### src/rtl/cia_timer_ctrl.sv
// rtl/cia_timer_ctrl.sv - CIA timer control register (CRA/CRB) storage and count gating
// Optional feature macro: CIA_TIMER_CNT_EN compiles in CNT pin edge detection and CNT gating.

package cia;
  typedef logic [7:0] reg8_t;

  typedef struct packed {
    logic start;
    logic toggle;
    logic count;
    logic force_load;
  } tctrl_t;
endpackage

module cia_timer_ctrl #(
  parameter int TIMER_B = 0
) (
  input  logic        clk,
  input  logic        res,
  input  logic        phi2_dn,
  input  logic        cr_w,
  input  cia::reg8_t  data,
  input  logic        cnt,
  input  logic        ufl_a,
  input  logic        ufl,
  output cia::tctrl_t ctrl,
  output logic        pbon,
  output cia::reg8_t  regs
);

  // Stored control register bits. Bit 4 (LOAD) is a strobe and is never stored.
  logic       start_q;
  logic       pbon_q;
  logic       outmode_q;
  logic       runmode_q;
  // Bits 7:5 kept together: INMODE (bit 5, or bits 6:5 on timer B) plus pass-through bits.
  logic [2:0] hi_q;

  // Registered strobes towards the timer.
  logic       count_q;
  logic       force_load_q;

  // Next-state values seen at this phi2_dn.
  logic       start_nx;
  logic [2:0] hi_nx;
  logic [1:0] inmode_nx;
  logic       cnt_rise;
  logic       cnt_lvl;
  logic       tick;

`ifdef CIA_TIMER_CNT_EN
  logic cnt_prev;

  // CNT history for rising-edge detection; reset high so a pin already high is not an edge.
  always_ff @(posedge clk or posedge res) begin
    if (res) begin
      cnt_prev <= 1'b1;
    end else if (phi2_dn) begin
      cnt_prev <= cnt;
    end
  end

  assign cnt_rise = cnt & ~cnt_prev;
  assign cnt_lvl  = cnt;
`else
  // Without CNT support the pin is ignored and every CNT-based mode gives no tick.
  logic cnt_unused;
  assign cnt_unused = cnt;
  assign cnt_rise   = 1'b0;
  assign cnt_lvl    = 1'b0;
`endif

  // Register contents after this cycle: a write takes effect, otherwise stored bits hold.
  always_comb begin
    hi_nx     = cr_w ? data[7:5] : hi_q;
    inmode_nx = 2'b00;
    if (TIMER_B != 0) begin
      inmode_nx = hi_nx[1:0];
    end else begin
      inmode_nx = {1'b0, hi_nx[0]};
    end
  end

  // START priority: a write beats a one-shot underflow, which beats holding.
  always_comb begin
    start_nx = start_q;
    if (cr_w) begin
      start_nx = data[0];
    end else if (ufl && runmode_q) begin
      start_nx = 1'b0;
    end
  end

  // Count source select from the INMODE value that will be in force after this cycle,
  // so a write that changes INMODE does not produce one spurious tick from the old mode.
  always_comb begin
    tick = 1'b0;
    if (TIMER_B != 0) begin
      case (inmode_nx)
        2'b00:   tick = 1'b1;
        2'b01:   tick = cnt_rise;
        2'b10:   tick = ufl_a;
        default: tick = ufl_a & cnt_lvl;
      endcase
    end else begin
      tick = inmode_nx[0] ? cnt_rise : 1'b1;
    end
  end

  // Control register storage and registered timer strobes, all advanced on phi2_dn.
  always_ff @(posedge clk or posedge res) begin
    if (res) begin
      start_q      <= 1'b0;
      pbon_q       <= 1'b0;
      outmode_q    <= 1'b0;
      runmode_q    <= 1'b0;
      hi_q         <= 3'b000;
      count_q      <= 1'b0;
      force_load_q <= 1'b0;
    end else if (phi2_dn) begin
      start_q <= start_nx;
      if (cr_w) begin
        pbon_q    <= data[1];
        outmode_q <= data[2];
        runmode_q <= data[3];
      end
      hi_q         <= hi_nx;
      force_load_q <= cr_w & data[4];
      count_q      <= start_nx & tick;
    end
  end

  assign ctrl.start      = start_q;
  assign ctrl.toggle     = outmode_q;
  assign ctrl.count      = count_q;
  assign ctrl.force_load = force_load_q;
  assign pbon            = pbon_q;
  assign regs            = {hi_q, 1'b0, runmode_q, outmode_q, pbon_q, start_q};

endmodule

### config.mk
export PLATFORM = sky130hd
export DESIGN_NAME = cia_timer_ctrl
export DESIGN_NICKNAME = d
export VERILOG_FILES = /design/src/rtl/cia_timer_ctrl.sv
export SDC_FILE = /design/constraint.sdc
export NUM_CORES = 1
export LEC_CHECK = 0
export ABC_CLOCK_PERIOD_IN_PS = 1550
export CAP_MARGIN = 20
export CORE_AREA = 10 10 47 49
export DETAILED_ROUTE_END_ITERATION = 6
export DIE_AREA = 0 0 57 59
export PLACE_DENSITY_LB_ADDON = 0.08
export SLEW_MARGIN = 20
export SYNTH_ARGS = -nofsm -noshare
export SYNTH_HDL_FRONTEND = slang
export SYNTH_SLANG_ARGS = --single-unit
### constraint.sdc
create_clock -name clk -period 1.55 [get_ports clk]
set_clock_uncertainty 0.05 [all_clocks]
set_input_delay 0.155 -clock clk [delete_from_list [all_inputs] [get_ports clk]]
set_output_delay 0.155 -clock clk [all_outputs]
set_load 0.1 [all_outputs]
==> flow_summary.yaml, run 1 <==
yosys:
  synth_largest_type_area_fraction: 0.499
  synthesis.yosys.warnings: 0
  synth.avg_cell_area_sq_um: 11.6
  netlist_area_sq_um: 452
  synth.area.top_cells: "dfrtp_1 (50%), buf_4 (15%), mux2_2 (15%)"
  synth-edff-count: 0
  mappedNetlistNets: 54
  fraction_of_the_yosys_area_taken_by_sequential_cells: 0.499
  ys_types: 14
  post-synth-top-area-cell: "dfrtp_1"
  synth.top_cells.by_count: "buf_4 (9), dfrtp_1 (9), mux2_2 (6)"
  async_flop_share: 1.00
  ys_seq_elements: 9
  synth_cells: 39
  synth_ff_type: "dfrtp_1"
critical_path:
  worstPathCellList: "buf_12"
  timing.rr.start: "runmode_q"
  critical_path.startpoint_type: "register"
  worst_ep_arrival_time_ps: 970
  critical_path_buf_inv_count: 1
  worst_stage_delay_on_the_critical_path_ps: 490
  critical_path.slowest_cell: "dfrtp_1"
  timing.critical_path.fanout_max: 5
  reg2reg_to: "count_q"
  crit_family: "flip-flops"
  crit_type: "reg -> out"
  endpoint_kind: "primary output"
  reg2reg_slack_ps: 630
  crit_required_ps: 1340
  worstRegToRegCells: 2
global_route:
  vias_in_the_first_global_route: 434
  grt_start_max_net_pins: 10
  antenna_found_initial: 0
  global_route.usage.total: 0.0783
  grt_overflow_total: 0
  global_route_wire_length_before_repair_microns: 2040
floorplan:
  die_height_microns: 59
  placeableCoreArea_sq_mm: 0.00140
  io_pins: 28
  floorplan.initialDensity: 0.322
  die_x_microns: 57
  die_area_sq_mm: 0.00336
  fp-row-count: 14
sta:
  report.final.slew_viol_count: 0
  final_min_period_ps: 1170
  achievable-frequency_mhz: 851
  fin_crit_sh: 0.758
  final-setup-viol-count: 0
  final.setup.tns_ps: 0
  hold_viol_final: 0
  grt_setup_unrepaired: "no"
routing:
  wire_per_inst_microns: 14.5
  vias: 345
  drt.antenna.violating_nets: 0
  number_of_remaining_drc_errors: 0
  drt-pass1-iter-count: 2
  vias_per_cell: 4.54
  wirelength_microns: 1100
  drtIter0Drc: 1
clock_network:
  clockBufferDepth: 2
  numClockSinks: 9
  cts_tree: "done"
  ctsHoldBuffers: 0
  cts.reportedPaths.clkPinSlew_ps: 60
  clk_latency_ps: 260
  htreeDepth: 1
  clockRootBuffer: "clkbuf_4"
  post_cts.resized_instances: 0
  cts_inserted_buffers: 3
  post-cts-setup-buffer-count: 0
cells_and_area:
  drive_above_1_share: 0.400
  nFillCells: 126
  area.growth.synth_to_final_pct: 78.4
  num-nets-final: 76
  seq_area_sq_um: 225
  antenna_cells_inserted: 0
  footprint_of_the_multi_input_gates_sq_um: 144
pwr:
  comb_power_share: 0.561
  power_frac_seq: 0.279
  p_total_mw: 1.14
  power.density_cell_area_mw_per_mm2: 1410
  power_frac_clock: 0.160
  max-vdd-ir-drop_mv: 0.742
  intPower_mw: 0.599
  total_switching_power_mw: 0.537
  static_power_due_to_leakage_nw: 0.359
  p_sw_frac: 0.472
run:
  drv_cap: 0
placement:
  globalplace.congestion: 0.720
  place_hpwl_microns: 932
  io_buffer_count: 24
outcome:
  status: "completed"
min_path:
  worstHoldPathType: "in -> async"
power groups by stage:
stage | clock (mW) | combinational, mW | sequential, mW
6_report | 0.182 | 0.637 | 0.317
5_1_grt | 0.212 | 0.658 | 0.323
4_1_cts | 0.194 | 0.642 | 0.318
3_5_place_dp | 0 | 0.642 | 0.322
3_3_place_gp | 0 | 0.638 | 0.319
2_1_floorplan | 0 | 0.331 | 0.406
routing by layer:
metal,vias up,part of all wire,track usage
met4,0,0.029,0.0604
met5,-,0,0
met3,3,0.11,0.0472
li1,161,-,-
met2,18,0.48,0.126
met1,163,0.38,0.0714
how the worst max path moves through the flow:
stage                     cells past startpoint  startpoint        end
after floorplan                               1        pbon    regs[1]
after global placement                        3        cr_w    hi_q[0]
after detailed placement                      3        cr_w  runmode_q
after CTS                                     1     start_q    regs[0]
after global routing                          1     start_q    ctrl[3]
final                                         1     start_q    regs[0]
sequential cells by signal, summed over array words and instances (netlist names):
name          flops
hi_q              3
pbon              1
outmode_q         1
runmode_q         1
start_q           1
count_q           1
force_load_q      1
layout make-up:
type | count | area share
Clock buffer | 4 | 0.0326
Timing Repair Buffer | 26 | 0.466
Tap cell | 16 | 0.0248
Sequential cell | 9 | 0.280
Multi-Input combinational cell | 17 | 0.179
Inverter | 4 | 0.0186
logic make-up (layout without fill, tap and decap cells):
family | after synthesis | count (layout) | synth area share
other | 1 | 1 | 0.00830
AOI/OAI and AO/OA | 4 | 4 | 0.0637
muxes | 6 | 6 | 0.150
and+or+nand+nor | 6 | 6 | 0.0970
buffers and inverters | 13 | 34 | 0.183
DFF | 9 | 9 | 0.499
through the flow:
step / instances / instance area (sq um) / hold slack (ps) / worst slack [ps] / util
finish: 76 / 806 / 99.9 / 375 / 0.575
global route: 76 / 806 / 140 / 320 / 0.575
CTS: 76 / 806 / 105 / 355 / 0.575
detailed placement: 72 / 779 / 390 / 253 / 0.556
global placement: 72 / 779 / 382 / 287 / 0.556
floorplan: 39 / 452 / -67.1 / 9.29 / -
layout by cell type, fill, tap and decap left out, types with 2 or more instances in the layout:
cell type        Yosys  final
clkdlybuf4s50_1      0     12
buf_12               0     12
dfrtp_1              9      9
mux2_2               6      6
inv_1                4      4
clkbuf_4             0      3
nand3_1              2      2
buf_4                9      2
(Power assumes the default switching activity.)
==> run 2: changes to the inputs <==
ABC_CLOCK_PERIOD_IN_PS = 1150   (was 1550)
CORE_AREA = not set   (was 10 10 47 49)
CORE_MARGIN = 10   (was not set)
CORE_UTILIZATION = 34   (was not set)
DIE_AREA = not set   (was 0 0 57 59)
clock period = 1.15 ns   (was 1.55 ns; I/O delays follow)
==> flow_summary.yaml, run 2 (synthesized netlist as in run 1, its figures left out) <==
pwr:
  power_frac_seq: 0.282
  p_total_mw: 1.54
  power.density_cell_area_mw_per_mm2: 1900
  power_frac_clock: 0.159
  p_sw_frac: 0.475
  max-vdd-ir-drop_mv: 1.02
  static_power_due_to_leakage_nw: 0.357
  total_switching_power_mw: 0.732
  comb_power_share: 0.559
  intPower_mw: 0.810
global_route:
  global_route.usage.total: 0.0751
  groute.layer.met3.usage: 0.0404
  grt_start_max_net_pins: 10
  routing_layer_with_the_top_usage_in_global_route: "met2"
  antenna_found_initial: 0
  global_route_wire_length_before_repair_microns: 1800
  grt_overflow_total: 0
  groute.layer.met2.usage: 0.136
  grt_util_met1: 0.0631
  vias_in_the_first_global_route: 372
cells_and_area:
  num-nets-final: 76
  area.growth.synth_to_final_pct: 79.8
  seq_area_sq_um: 231
  antenna_cells_inserted: 0
  layout_common_cells: "clkdlybuf4s50_1 (12), buf_12 (12), mux2_2 (6)"
  nFillCells: 94
  post-route-util: 0.640
  postLayoutCellArea_sq_um: 812
  final_cell_count_no_fill: 75
  footprint_of_the_multi_input_gates_sq_um: 144
  register_with_the_most_flip_flops: "hi_q"
  largest_reg_flops: 3
  drive_above_1_share: 0.500
sta:
  final.setup.tns_ps: 0
  report.final.slew_viol_count: 0
  fin_crit_sh: 0.943
  final_min_period_ps: 1080
  final-setup-viol-count: 0
  hold_viol_final: 0
  achievable-frequency_mhz: 922
  grt_setup_unrepaired: "no"
min_path:
  worstHoldPathType: "in -> async"
placement:
  globalplace.congestion: 0.657
  placed_cells: 71
  io_buffer_count: 24
  placedInstanceArea_sq_um: 783
  place_hpwl_microns: 1000
critical_path:
  worst_ep_arrival_time_ps: 920
  critical_path_buf_inv_count: 1
  timing.critical_path.fanout_max: 3
  worstPathCellList: "buf_12"
  worst_stage_delay_on_the_critical_path_ps: 450
  critical_path.startpoint_type: "register"
  crit_required_ps: 990
  crit_type: "reg -> out"
  endpoint_kind: "primary output"
  critical_path.slowest_cell: "dfrtp_1"
  crit_family: "flip-flops"
floorplan:
  floorplan.initialDensity: 0.356
  io_pins: 28
  die_x_microns: 56.5
  placeableCoreArea_sq_mm: 0.00127
  fp-row-count: 13
  die_height_microns: 56.5
  die_area_sq_mm: 0.00319
routing:
  drt.antenna.violating_nets: 0
  drt-pass1-iter-count: 3
  number_of_remaining_drc_errors: 0
  wirelength_microns: 1170
  wire_per_inst_microns: 15.6
  vias: 330
  drtIter0Drc: 6
  vias_per_cell: 4.40
clock_network:
  cts_tree: "done"
  cts_inserted_buffers: 3
  clk_latency_ps: 260
  clockRootBuffer: "clkbuf_4"
  htreeDepth: 1
  cts.reportedPaths.clkPinSlew_ps: 70
  numClockSinks: 9
  clockBufferDepth: 2
  post-cts-setup-buffer-count: 0
run:
  drv_cap: 0
outcome:
  status: "completed"
[run 2: changes by cell type in the layout (fill, tap and decap cells not counted), sizes merged]
cell,delta
clkbuf,-1
clkinv,+1
[run 2: path summary, 6_finish.rpt]
check / from / endpoint / slack [ps] / cells past startpoint
max: outmode_q / regs[2] / 70 / 1
min: res / outmode_q / 70 / 2
max reg2reg: runmode_q / count_q / 220 / 2
min reg2reg: hi_q[2] / hi_q[2] / 510 / 1
max in group asynchronous: res / start_q / 700 / 2
min in group clk: data[4] / force_load_q / 410 / 3
[run 2: metal layers]
layer	vias up	share of wire
li1	165	-
met1	155	0.34
met2	10	0.59
met3	0	0.068
met4	0	0
met5	-	0
[run 2: per-stage QoR]
stage / setup WS (ps) / hold WS [ps]
after floorplan: -58.8 / -107
after CTS: 1.28 / 71.1
final: 65.6 / 66.2
after global placement: -69.1 / 341
after detailed placement: -84.6 / 362
after global routing: 24.8 / 80.0
[run 2: layout make-up]
cell class,instances,share of cell area
inverters,4,0.0185
repair buffers,26,0.462
clock inverters,1,0.00616
clock buffers,3,0.0277
flip-flops and latches,9,0.285
well taps,15,0.0231
multi-input cells,17,0.177
[run 2: repair_timing]
item | in CTS | in global routing
hold buffers | 0 | 0
endpoints found under the setup margin | 0 | 2
resized for setup | 0 | 1
[run 2: power by group through the flow]
stage	Combinational [mW]	Sequential [mW]	Clock, mW
finish	0.862	0.435	0.245
global route	0.883	0.442	0.278
CTS	0.869	0.435	0.255
detailed placement	0.868	0.439	0
global placement	0.860	0.434	0
floorplan	0.446	0.551	0
